--- config.mk ---
export PLATFORM = sky130hd
export DESIGN_NAME = imm_encoder
export DESIGN_NICKNAME = d
export VERILOG_FILES = /design/src/rtl/imm_encoder.sv
export SDC_FILE = /design/constraint.sdc
export NUM_CORES = 1
export LEC_CHECK = 0
export CORE_MARGIN = 2
export CORE_UTILIZATION = 42
export CTS_CLUSTER_DIAMETER = 60
export CTS_CLUSTER_SIZE = 24
export DETAILED_ROUTE_END_ITERATION = 10
export PLACE_DENSITY = 0.74
export SETUP_SLACK_MARGIN = 0.3
export SYNTH_ARGS = -nofsm -noshare
export SYNTH_HDL_FRONTEND = slang
export SYNTH_SLANG_ARGS = --single-unit
export TNS_END_PERCENT = 1
--- constraint.sdc ---
create_clock -name clk -period 5.42 [get_ports clk]
set_input_delay 0.542 -clock clk [delete_from_list [all_inputs] [get_ports clk]]
set_output_delay 0.542 -clock clk [all_outputs]
set_load 0.05 [all_outputs]
--- src/rtl/imm_encoder.sv ---
// RISC-V immediate packer (inverse of imm_gen) with valid/ready input and output FIFO.
// Optional range check and saturating error counter enabled by defining IMM_RANGE_CHECK_EN.

// Generic synchronous FIFO, DEPTH a power of two.
// Latency: a push into an empty FIFO is visible at the head on the next cycle.
// Backpressure: o_push_rdy is low while full, from registered count only.
module imm_encoder_fifo #(
    parameter int W     = 33,
    parameter int DEPTH = 2
) (
    input  logic         clk,
    input  logic         rst,
    input  logic         i_push_vld,
    output logic         o_push_rdy,
    input  logic [W-1:0] i_push_dat,
    output logic         o_pop_vld,
    input  logic         i_pop_rdy,
    output logic [W-1:0] o_pop_dat
);
    localparam int PTR_W = (DEPTH > 1) ? $clog2(DEPTH) : 1;
    localparam int CNT_W = $clog2(DEPTH) + 1;
    localparam logic [CNT_W-1:0] FULL_CNT = CNT_W'(DEPTH);

    logic [W-1:0]     r_mem [DEPTH];
    logic [PTR_W-1:0] r_wr_ptr;
    logic [PTR_W-1:0] r_rd_ptr;
    logic [CNT_W-1:0] r_count;
    logic             w_push;
    logic             w_pop;

    assign o_push_rdy = (r_count != FULL_CNT);
    assign o_pop_vld  = (r_count != '0);
    assign w_push     = i_push_vld & o_push_rdy;
    assign w_pop      = o_pop_vld & i_pop_rdy;
    // Head reads as zero when empty so the output is clean after reset.
    assign o_pop_dat  = o_pop_vld ? r_mem[r_rd_ptr] : '0;

    always_ff @(posedge clk) begin
        if (w_push) begin
            r_mem[r_wr_ptr] <= i_push_dat;
        end
    end

    always_ff @(posedge clk) begin
        if (rst) begin
            r_wr_ptr <= '0;
            r_rd_ptr <= '0;
            r_count  <= '0;
        end else begin
            if (w_push) begin
                r_wr_ptr <= r_wr_ptr + PTR_W'(1);
            end
            if (w_pop) begin
                r_rd_ptr <= r_rd_ptr + PTR_W'(1);
            end
            case ({w_push, w_pop})
                2'b10:   r_count <= r_count + CNT_W'(1);
                2'b01:   r_count <= r_count - CNT_W'(1);
                default: r_count <= r_count;
            endcase
        end
    end
endmodule

// Packs imm into the immediate field of base_instr for the selected format.
// Latency: 1 cycle from accept to out_valid when the FIFO is empty; full throughput.
// Backpressure: in_ready drops while the output FIFO is full.
module imm_encoder #(
    parameter int DEPTH     = 2,
    parameter int ERR_CNT_W = 8
) (
    input  logic                 clk,
    input  logic                 rst,
    input  logic                 in_valid,
    output logic                 in_ready,
    input  logic [31:0]          base_instr,
    input  logic [2:0]           imm_src,
    input  logic [31:0]          imm,
    output logic                 out_valid,
    input  logic                 out_ready,
    output logic [31:0]          instr,
    output logic                 out_err,
    output logic [ERR_CNT_W-1:0] err_count
);
    localparam logic [2:0] SRC_I = 3'b000;
    localparam logic [2:0] SRC_S = 3'b001;
    localparam logic [2:0] SRC_B = 3'b010;
    localparam logic [2:0] SRC_U = 3'b011;
    localparam logic [2:0] SRC_J = 3'b100;

    logic [31:0] w_packed;
    logic        w_err;
    logic        w_push;
    logic [32:0] w_head;

    always_comb begin
        w_packed = base_instr;
        case (imm_src)
            SRC_I: w_packed[31:20] = imm[11:0];
            SRC_S: begin
                w_packed[31:25] = imm[11:5];
                w_packed[11:7]  = imm[4:0];
            end
            SRC_B: begin
                w_packed[31]    = imm[12];
                w_packed[7]     = imm[11];
                w_packed[30:25] = imm[10:5];
                w_packed[11:8]  = imm[4:1];
            end
            SRC_U: w_packed[31:12] = imm[19:0];
            SRC_J: begin
                w_packed[31]    = imm[20];
                w_packed[19:12] = imm[19:12];
                w_packed[20]    = imm[11];
                w_packed[30:21] = imm[10:1];
            end
            default: w_packed = base_instr;
        endcase
    end

`ifdef IMM_RANGE_CHECK_EN
    logic [ERR_CNT_W-1:0] r_err_count;

    // Signed formats must be a sign extension of the encodable width.
    always_comb begin
        w_err = 1'b0;
        case (imm_src)
            SRC_I, SRC_S: w_err = !((&imm[31:11]) || !(|imm[31:11]));
            SRC_B:        w_err = !((&imm[31:12]) || !(|imm[31:12])) || imm[0];
            SRC_J:        w_err = !((&imm[31:20]) || !(|imm[31:20])) || imm[0];
            SRC_U:        w_err = |imm[31:20];
            default:      w_err = 1'b0;
        endcase
    end

    always_ff @(posedge clk) begin
        if (rst) begin
            r_err_count <= '0;
        end else if (w_push && w_err && !(&r_err_count)) begin
            r_err_count <= r_err_count + ERR_CNT_W'(1);
        end
    end

    assign err_count = r_err_count;
`else
    logic w_unused_imm;

    assign w_err        = 1'b0;
    assign err_count    = '0;
    assign w_unused_imm = ^imm[31:21];
`endif

    assign w_push = in_valid & in_ready;

    imm_encoder_fifo #(
        .W     (33),
        .DEPTH (DEPTH)
    ) u_fifo (
        .clk        (clk),
        .rst        (rst),
        .i_push_vld (in_valid),
        .o_push_rdy (in_ready),
        .i_push_dat ({w_err, w_packed}),
        .o_pop_vld  (out_valid),
        .i_pop_rdy  (out_ready),
        .o_pop_dat  (w_head)
    );

    assign instr   = w_head[31:0];
    assign out_err = w_head[32];
endmodule
==> impl_metrics.prom, run 1 <==
# TYPE chip_impl_metric gauge
chip_impl_info{name="outcome",value="complete, no violations"} 1
chip_impl_metric{name="hold_viol",unit=""} 0
chip_impl_metric{name="finalClockSkew",unit="ps"} 7.16
chip_impl_metric{name="timing.setup.tns",unit="ps"} 0
chip_impl_metric{name="power.clock.fraction",unit="%"} 17.7
chip_impl_info{name="setup.worst_path.end_class",value="primary output"} 1
chip_impl_metric{name="layout.cell_area.non_filler",unit="um2"} 4670
chip_impl_metric{name="layout_worst_path_cycle_share",unit="%"} 57.6
chip_impl_metric{name="synth.lib_cells_used.distinct",unit=""} 44
chip_impl_metric{name="firstDrtPassIters",unit=""} 4
chip_impl_metric{name="cts-root-to-sink-buffers",unit=""} 2
chip_impl_info{name="most_common_cell_after_layout_fill_and_taps_aside",value="sky130_fd_sc_hd__clkdlybuf4s50_1"} 1
chip_impl_metric{name="cts_htree_levels",unit=""} 3
chip_impl_info{name="synth_largest_area_cell",value="sky130_fd_sc_hd__edfxtp_1"} 1
chip_impl_info{name="crit_type",value="reg2out"} 1
chip_impl_metric{name="setup.reg_to_reg.worst_slack",unit="ps"} 3780
chip_impl_metric{name="final_period_minus_worst_setup_slack",unit="ps"} 3120
chip_impl_metric{name="pin_slew_with_the_least_headroom_to_its_limit",unit="ps"} 1040
chip_impl_metric{name="groute.layer.met2.usage",unit="%"} 30.1
chip_impl_metric{name="nNetsFinal",unit=""} 458
chip_impl_metric{name="quantity_of_i_o_buffers_inserted_on_ports",unit=""} 93
chip_impl_info{name="worstHoldPathType",value="reg2reg"} 1
chip_impl_metric{name="timing.critical_path.arrival",unit="ps"} 2580
chip_impl_metric{name="num-fill-cells",unit=""} 676
chip_impl_metric{name="effective_utilization_at_floorplan",unit="%"} 43.1
chip_impl_metric{name="groute.layer.met1.usage",unit="%"} 23.7
chip_impl_metric{name="synth_cells",unit=""} 297
chip_impl_metric{name="internal_power_consumption",unit="mW"} 1.30
chip_impl_info{name="cts_tree",value="yes"} 1
chip_impl_metric{name="antenna_cells",unit=""} 0
chip_impl_info{name="cts-root-buf",value="sky130_fd_sc_hd__clkbuf_8"} 1
chip_impl_metric{name="slew-limit-headroom",unit="%"} 30.8
chip_impl_metric{name="antenna_found_initial",unit=""} 0
chip_impl_metric{name="avgRoutedWirePerCell",unit="um"} 16.3
chip_impl_info{name="hold_path_startpoint",value="u_fifo.r_rd_ptr"} 1
chip_impl_metric{name="layout-area-overhead-vs-synth",unit="%"} 33.3
chip_impl_metric{name="io_pins",unit=""} 114
chip_impl_metric{name="grt_pass1_vias",unit=""} 2542
chip_impl_metric{name="post_cts.resized_instances",unit=""} 0
chip_impl_metric{name="drt_first_iter_violations",unit=""} 178
chip_impl_metric{name="portion_of_total_power_attributed_to_sequential_cells",unit="%"} 32.4
chip_impl_metric{name="multi_input_comb_area",unit="um2"} 1330
chip_impl_info{name="crit-reg2reg-capture",value="u_fifo.r_count[1]"} 1
chip_impl_metric{name="num_rows",unit=""} 33
chip_impl_metric{name="p_sw_share",unit="%"} 44.5
chip_impl_metric{name="power_frac_comb",unit="%"} 50.0
chip_impl_metric{name="postPlaceCellArea",unit="um2"} 4470
chip_impl_metric{name="drt_via_density",unit=""} 5.28
chip_impl_info{name="postSynth.topFlopCell",value="sky130_fd_sc_hd__edfxtp_1"} 1
chip_impl_metric{name="ff2ff_path_depth",unit=""} 5
chip_impl_metric{name="synth_seq_cells",unit=""} 69
chip_impl_metric{name="routed-via-count",unit=""} 2620
chip_impl_metric{name="route.detailed.drc",unit=""} 0
chip_impl_metric{name="cts_hold_buf",unit=""} 0
chip_impl_metric{name="detail-route-antenna-nets",unit=""} 0
chip_impl_metric{name="globalRouteOverflowTotal",unit=""} 0
chip_impl_metric{name="biggest_fanout_along_the_worst_timing_path",unit=""} 32
chip_impl_info{name="worst_setup_path_start_kind",value="flip-flop"} 1
chip_impl_metric{name="wire_length_of_the_first_global_routing_pass",unit="mm"} 12.5
chip_impl_info{name="source_of_the_worst_register_to_register_timing_path",value="u_fifo.r_count[1]"} 1
chip_impl_metric{name="whs_path_depth",unit=""} 2
chip_impl_metric{name="maxCapViolations",unit=""} 0
chip_impl_metric{name="ys_seq_area_share",unit="%"} 57.7
chip_impl_info{name="busiest_layer_in_global_routing",value="met2"} 1
chip_impl_metric{name="die_h",unit="um"} 95.3
chip_impl_info{name="synth.area.top_cells",value="sky130_fd_sc_hd__edfxtp_1, sky130_fd_sc_hd__mux2i_1, sky130_fd_sc_hd__nor2_1, sky130_fd_sc_hd__dfxtp_1, sky130_fd_sc_hd__buf_4"} 1
chip_impl_metric{name="clkSlewWorstSetupHoldPaths",unit="ps"} 80
chip_impl_metric{name="largest_net_degree_at_the_start_of_global_routing",unit=""} 38
chip_impl_metric{name="finalSetupViolations",unit=""} 0
chip_impl_metric{name="skew_pair_late_insertion_delay",unit="ps"} 340
chip_impl_metric{name="hpwl",unit="mm"} 5.55
chip_impl_metric{name="syn_avg_cell_area",unit="um2"} 11.8
chip_impl_metric{name="dieWidth",unit="um"} 95.3
chip_impl_metric{name="yosys.area.top_type_share",unit="%"} 54.9
chip_impl_metric{name="power.switching",unit="mW"} 1.04
chip_impl_metric{name="synthesis.yosys.warnings",unit=""} 0
chip_impl_metric{name="die_area",unit="um2"} 9090
chip_impl_metric{name="drv_slew",unit=""} 0
chip_impl_metric{name="synth_async_sr_flop_share",unit="%"} 0
chip_impl_metric{name="post_synth_edffs",unit=""} 64
chip_impl_metric{name="pwrdens",unit="nW/um2"} 502
chip_impl_metric{name="synthesis.area",unit="um2"} 3500
chip_impl_metric{name="power.ir.vdd_worst",unit="uV"} 269
chip_impl_info{name="unrepaired_setup_endpoints_after_global_routing",value="false"} 1
chip_impl_metric{name="cts-buffers-inserted",unit=""} 9
chip_impl_metric{name="share_of_cells_above_drive_strength_1",unit="%"} 8.18
chip_impl_metric{name="sequential_cell_area",unit="um2"} 2020
chip_impl_metric{name="gp_congestion",unit=""} 0.846
chip_impl_metric{name="cellLeakagePower",unit="nW"} 1.63
chip_impl_metric{name="clkSinkCount",unit=""} 69
chip_impl_info{name="layout.cells.most_common_list",value="sky130_fd_sc_hd__clkdlybuf4s50_1, sky130_fd_sc_hd__edfxtp_1, sky130_fd_sc_hd__nor2_1, sky130_fd_sc_hd__mux2i_1, sky130_fd_sc_hd__o21ai_0"} 1
chip_impl_metric{name="core_region_area",unit="um2"} 8130
chip_impl_metric{name="postRouteWirelength",unit="mm"} 8.08
chip_impl_metric{name="cts.repair_timing.setup_buffer_count",unit=""} 0
chip_impl_metric{name="cp.required",unit="ps"} 4880
chip_impl_metric{name="max_freq",unit="MHz"} 320
chip_impl_metric{name="groute.layer.met3.usage",unit="%"} 4.90
chip_impl_metric{name="globalRouteTotalUtil",unit="%"} 18.5
[metrics by stage]
stage	hold slack (ps)	util, %	std cells	worst slack [ps]	total power, mW
floorplan	472	-	305	3200	1.55
global placement	483	55.0	480	2620	1.93
detailed placement	499	55.0	480	2600	1.95
CTS	523	57.4	496	2220	2.37
global route	556	57.4	496	2090	2.45
finish	517	57.4	496	2300	2.34
[per-layer routing]
metal	up-vias	share of wire [%]
li1	1256	-
met5	-	0
met3	11	6.2
met4	0	1.7
met1	1259	43
met2	94	49
[power by group through the flow]
stage / Clock (mW) / Combinational, mW / Sequential, mW
2_1_floorplan: 0 / 0.835 / 0.715
3_3_place_gp: 0 / 1.16 / 0.768
3_5_place_dp: 0 / 1.18 / 0.773
4_1_cts: 0.425 / 1.18 / 0.760
5_1_grt: 0.444 / 1.23 / 0.771
6_report: 0.414 / 1.17 / 0.759
[cells by family (layout without fill, tap and decap cells)]
group                      after synthesis  after routing  share of synthesized area [%]
AOI/OAI and AO/OA                       61             61                           11.0
adders and majority gates                2              2                          0.643
other                                    1              9                          0.107
muxes                                   40             40                           11.6
buffers and inverters                   33            119                           5.32
DFF                                     69             69                           57.7
xor gates and xnor gates                 4              4                           1.00
and+or+nand+nor                         87             87                           12.7
[worst max path at each step]
| stage | start | end | slack, ps | cells after the start |
|---|---|---|---|---|
| global route | flip-flop | instr[24] | 2090 | 3 |
| CTS | flip-flop | instr[24] | 2220 | 3 |
| global placement | flip-flop | instr[24] | 2620 | 3 |
| floorplan | u_fifo.r_count[0] | u_fifo.r_mem[1][0] | 3200 | 2 |
| detailed placement | flip-flop | instr[24] | 2600 | 3 |
| finish | flip-flop | instr[24] | 2300 | 3 |
[critical path, stage by stage (launching register included)]
cell and delay (ps):
sky130_fd_sc_hd__dfxtp_2 1020, sky130_fd_sc_hd__mux2i_1 240, sky130_fd_sc_hd__nor2_1 150, sky130_fd_sc_hd__clkdlybuf4s50_1 810
[cell usage after synthesis (all sizes together) (2+ instances only)]
| cell | n |
|---|---|
| a22oi | 2 |
| dfxtp | 5 |
| o22ai | 6 |
| nor2 | 52 |
| a221oi | 8 |
| nand2b | 4 |
| inv | 3 |
| edfxtp | 64 |
| nor2b | 4 |
| clkbuf | 7 |
| a211oi | 4 |
| buf | 22 |
| mux2 | 4 |
| and3b | 8 |
| nand3b | 2 |
| mux2i | 36 |
| nand2 | 3 |
| and2 | 9 |
| o21ai | 20 |
| xor2 | 3 |
| a21oi | 15 |
[state kept, by name (all words and copies together), names as in the netlist, named ones only]
name / count
u_fifo.r_count: 2
u_fifo.r_mem: 64
u_fifo.r_rd_ptr: 1
u_fifo.r_wr_ptr: 1
[cell type report]
type / instances / share of cell area (%)
timing repair buffer: 99 / 20.9
inverter: 4 / 0.321
tap: 105 / 2.81
clock inverter: 7 / 1.58
clock buffer: 9 / 2.65
sequential: 69 / 43.3
multi-input combinational: 203 / 28.4
Power figures use the tool's default switching activity.
==> inputs of run 2 (changes only) <==
==> constraint.sdc (replaced) <==
create_clock -name clk -period 3.26 [get_ports clk]
set_input_delay 0.326 -clock clk [delete_from_list [all_inputs] [get_ports clk]]
set_output_delay 0.326 -clock clk [all_outputs]
set_load 0.05 [all_outputs]
==> impl_metrics.prom, run 2 (synthesis results as in run 1) <==
# TYPE chip_impl_metric gauge
chip_impl_metric{name="avgRoutedWirePerCell",unit="um"} 16.0
chip_impl_metric{name="firstDrtPassIters",unit=""} 5
chip_impl_info{name="worst_setup_path_start_kind",value="flip-flop"} 1
chip_impl_metric{name="layout-area-overhead-vs-synth",unit="%"} 34.1
chip_impl_metric{name="power.ir.vdd_worst",unit="uV"} 611
chip_impl_metric{name="timing.critical_path.arrival",unit="ps"} 2360
chip_impl_metric{name="largest_net_degree_at_the_start_of_global_routing",unit=""} 33
chip_impl_metric{name="dieWidth",unit="um"} 95.3
chip_impl_metric{name="power.clock.fraction",unit="%"} 17.7
chip_impl_info{name="cp-endpoint",value="instr[13]"} 1
chip_impl_metric{name="nNetsFinal",unit=""} 460
chip_impl_metric{name="internal_power_consumption",unit="mW"} 2.17
chip_impl_metric{name="cts-root-to-sink-buffers",unit=""} 2
chip_impl_metric{name="drt_first_iter_violations",unit=""} 159
chip_impl_metric{name="cellLeakagePower",unit="nW"} 1.64
chip_impl_metric{name="die_h",unit="um"} 95.3
chip_impl_metric{name="p_sw_share",unit="%"} 44.4
chip_impl_metric{name="portion_of_total_power_attributed_to_sequential_cells",unit="%"} 31.1
chip_impl_metric{name="final_period_minus_worst_setup_slack",unit="ps"} 2690
chip_impl_metric{name="core_region_area",unit="um2"} 8130
chip_impl_metric{name="hold_viol",unit=""} 0
chip_impl_info{name="cts_tree",value="yes"} 1
chip_impl_metric{name="globalRouteTotalUtil",unit="%"} 18.6
chip_impl_metric{name="antenna_found_initial",unit=""} 0
chip_impl_metric{name="power_frac_comb",unit="%"} 51.2
chip_impl_metric{name="cts_htree_levels",unit=""} 3
chip_impl_metric{name="drv_slew",unit=""} 0
chip_impl_info{name="source_of_the_worst_register_to_register_timing_path",value="u_fifo.r_count[0]"} 1
chip_impl_info{name="most_flops_register",value="u_fifo.r_mem"} 1
chip_impl_info{name="biggestRegsByFlops",value="u_fifo.r_mem x64, u_fifo.r_count x2"} 1
chip_impl_info{name="critical_path.slowest_cell",value="sky130_fd_sc_hd__clkdlybuf4s50_1"} 1
chip_impl_metric{name="layout_worst_path_cycle_share",unit="%"} 82.4
chip_impl_metric{name="postRouteWirelength",unit="mm"} 7.98
chip_impl_metric{name="cp_num_cells",unit=""} 4
chip_impl_metric{name="clkSinkCount",unit=""} 69
chip_impl_metric{name="wire_length_of_the_first_global_routing_pass",unit="mm"} 12.5
chip_impl_metric{name="grt_pass1_vias",unit=""} 2578
chip_impl_metric{name="antenna_cells",unit=""} 0
chip_impl_metric{name="number_of_standard_cells_in_the_layout_taps_in_and_fillers_out",unit=""} 498
chip_impl_metric{name="biggest_fanout_along_the_worst_timing_path",unit=""} 22
chip_impl_metric{name="ff2ff_path_depth",unit=""} 5
chip_impl_info{name="cts-root-buf",value="sky130_fd_sc_hd__clkbuf_8"} 1
chip_impl_metric{name="cts-buffers-inserted",unit=""} 9
chip_impl_info{name="path_cells",value="nor2_2 -> buf_4 -> nor2_1 -> clkdlybuf4s50_1"} 1
chip_impl_metric{name="share_of_cells_above_drive_strength_1",unit="%"} 8.65
chip_impl_metric{name="timing.setup.tns",unit="ps"} 0
chip_impl_metric{name="dpl.cell_count",unit=""} 482
chip_impl_info{name="setup.worst_path.end_class",value="primary output"} 1
chip_impl_metric{name="route.detailed.drc",unit=""} 0
chip_impl_info{name="cp_top_family",value="buffers and inverters"} 1
chip_impl_metric{name="cp_slowest_stage_delay",unit="ps"} 710
chip_impl_metric{name="globalRouteOverflowTotal",unit=""} 0
chip_impl_info{name="crit-reg2reg-capture",value="u_fifo.r_count[1]"} 1
chip_impl_info{name="crit_path_start",value="u_fifo.r_count[0]"} 1
chip_impl_metric{name="detail-route-antenna-nets",unit=""} 0
chip_impl_metric{name="cts.repair_timing.setup_buffer_count",unit=""} 0
chip_impl_metric{name="finalClockSkew",unit="ps"} 5.98
chip_impl_metric{name="cts_hold_buf",unit=""} 0
chip_impl_metric{name="power.switching",unit="mW"} 1.74
chip_impl_metric{name="skew_pair_late_insertion_delay",unit="ps"} 340
chip_impl_info{name="crit_type",value="reg2out"} 1
chip_impl_metric{name="setup.reg_to_reg.worst_slack",unit="ps"} 1620
chip_impl_metric{name="pwrdens",unit="nW/um2"} 832
chip_impl_info{name="layout.cells.most_common_list",value="sky130_fd_sc_hd__clkdlybuf4s50_1, sky130_fd_sc_hd__edfxtp_1, sky130_fd_sc_hd__nor2_1, sky130_fd_sc_hd__mux2i_1, sky130_fd_sc_hd__o21ai_0"} 1
chip_impl_info{name="most_common_cell_after_layout_fill_and_taps_aside",value="sky130_fd_sc_hd__clkdlybuf4s50_1"} 1
chip_impl_info{name="outcome",value="complete, no violations"} 1
chip_impl_metric{name="drt_via_density",unit=""} 5.29
chip_impl_info{name="unrepaired_setup_endpoints_after_global_routing",value="false"} 1
chip_impl_metric{name="post_cts.resized_instances",unit=""} 0
chip_impl_metric{name="clkSlewWorstSetupHoldPaths",unit="ps"} 70
chip_impl_metric{name="hold_slack",unit="ps"} 515
chip_impl_metric{name="routed-via-count",unit=""} 2636
chip_impl_metric{name="pin_slew_with_the_least_headroom_to_its_limit",unit="ps"} 533
chip_impl_metric{name="max_freq",unit="MHz"} 372
chip_impl_metric{name="slew-limit-headroom",unit="%"} 64.4
chip_impl_metric{name="crit_buf_inv",unit=""} 2
chip_impl_metric{name="gp_congestion",unit=""} 0.858
chip_impl_metric{name="num_rows",unit=""} 33
chip_impl_metric{name="die_area",unit="um2"} 9090
chip_impl_metric{name="cp.required",unit="ps"} 2930
chip_impl_metric{name="quantity_of_i_o_buffers_inserted_on_ports",unit=""} 93
chip_impl_metric{name="maxCapViolations",unit=""} 0
chip_impl_metric{name="io_pins",unit=""} 114
chip_impl_metric{name="effective_utilization_at_floorplan",unit="%"} 43.1
chip_impl_info{name="worstHoldPathType",value="reg2reg"} 1
chip_impl_metric{name="finalSetupViolations",unit=""} 0
chip_impl_metric{name="hpwl",unit="mm"} 5.72
chip_impl_metric{name="largest_reg_flops",unit=""} 64
## run 2: how the worst min path moves through the flow
stage	to	from	slack (ps)	cells after the start
6_report	u_fifo.r_rd_ptr	u_fifo.r_rd_ptr	510	2
5_1_grt	u_fifo.r_mem[1][1]	base_instr[1]	540	1
4_1_cts	u_fifo.r_rd_ptr	u_fifo.r_rd_ptr	520	2
3_5_place_dp	u_fifo.r_rd_ptr	u_fifo.r_rd_ptr	500	2
3_3_place_gp	u_fifo.r_rd_ptr	u_fifo.r_rd_ptr	480	2
2_1_floorplan	u_fifo.r_count[1]	rst	400	1
## run 2: power by group through the flow
stage | Clock, mW | Combinational [mW] | Sequential, mW
6_report | 0.691 | 2.00 | 1.22
3_3_place_gp | 0 | 1.99 | 1.23
5_1_grt | 0.750 | 2.11 | 1.23
2_1_floorplan | 0 | 1.39 | 1.19
3_5_place_dp | 0 | 2.01 | 1.24
4_1_cts | 0.705 | 2.02 | 1.22
## run 2: area by class of cell
cell class	instances	area, um2
sequential	69	2020
fill	680	3440
clock buffer	9	124
timing repair buffer	101	1000
inverter	4	15.0
multi-input combinational	203	1330
clock inverter	7	73.8
tap	105	131
## run 2: metrics by stage
stage	power (mW)	setup slack (ps)	utilization [%]	instance area [um2]
after detailed placement	3.25	914	55.3	4500
after floorplan	2.58	1040	-	3530
after global routing	4.09	401	57.8	4700
after global placement	3.22	959	55.3	4500
after CTS	3.94	521	57.8	4700
final	3.91	574	57.8	4700
## run 2: layer usage
layer  track usage, %  wire length (um)
met1             23.4              3400
met5                0                 0
met3             5.14               572
met4             7.49               125
met2             30.3              3880
## run 2: tightest hold or removal path: stages, from the launching register on
cell	delay (ps)
sky130_fd_sc_hd__dfxtp_1	320
sky130_fd_sc_hd__xor2_1	80
sky130_fd_sc_hd__nor2_1	80
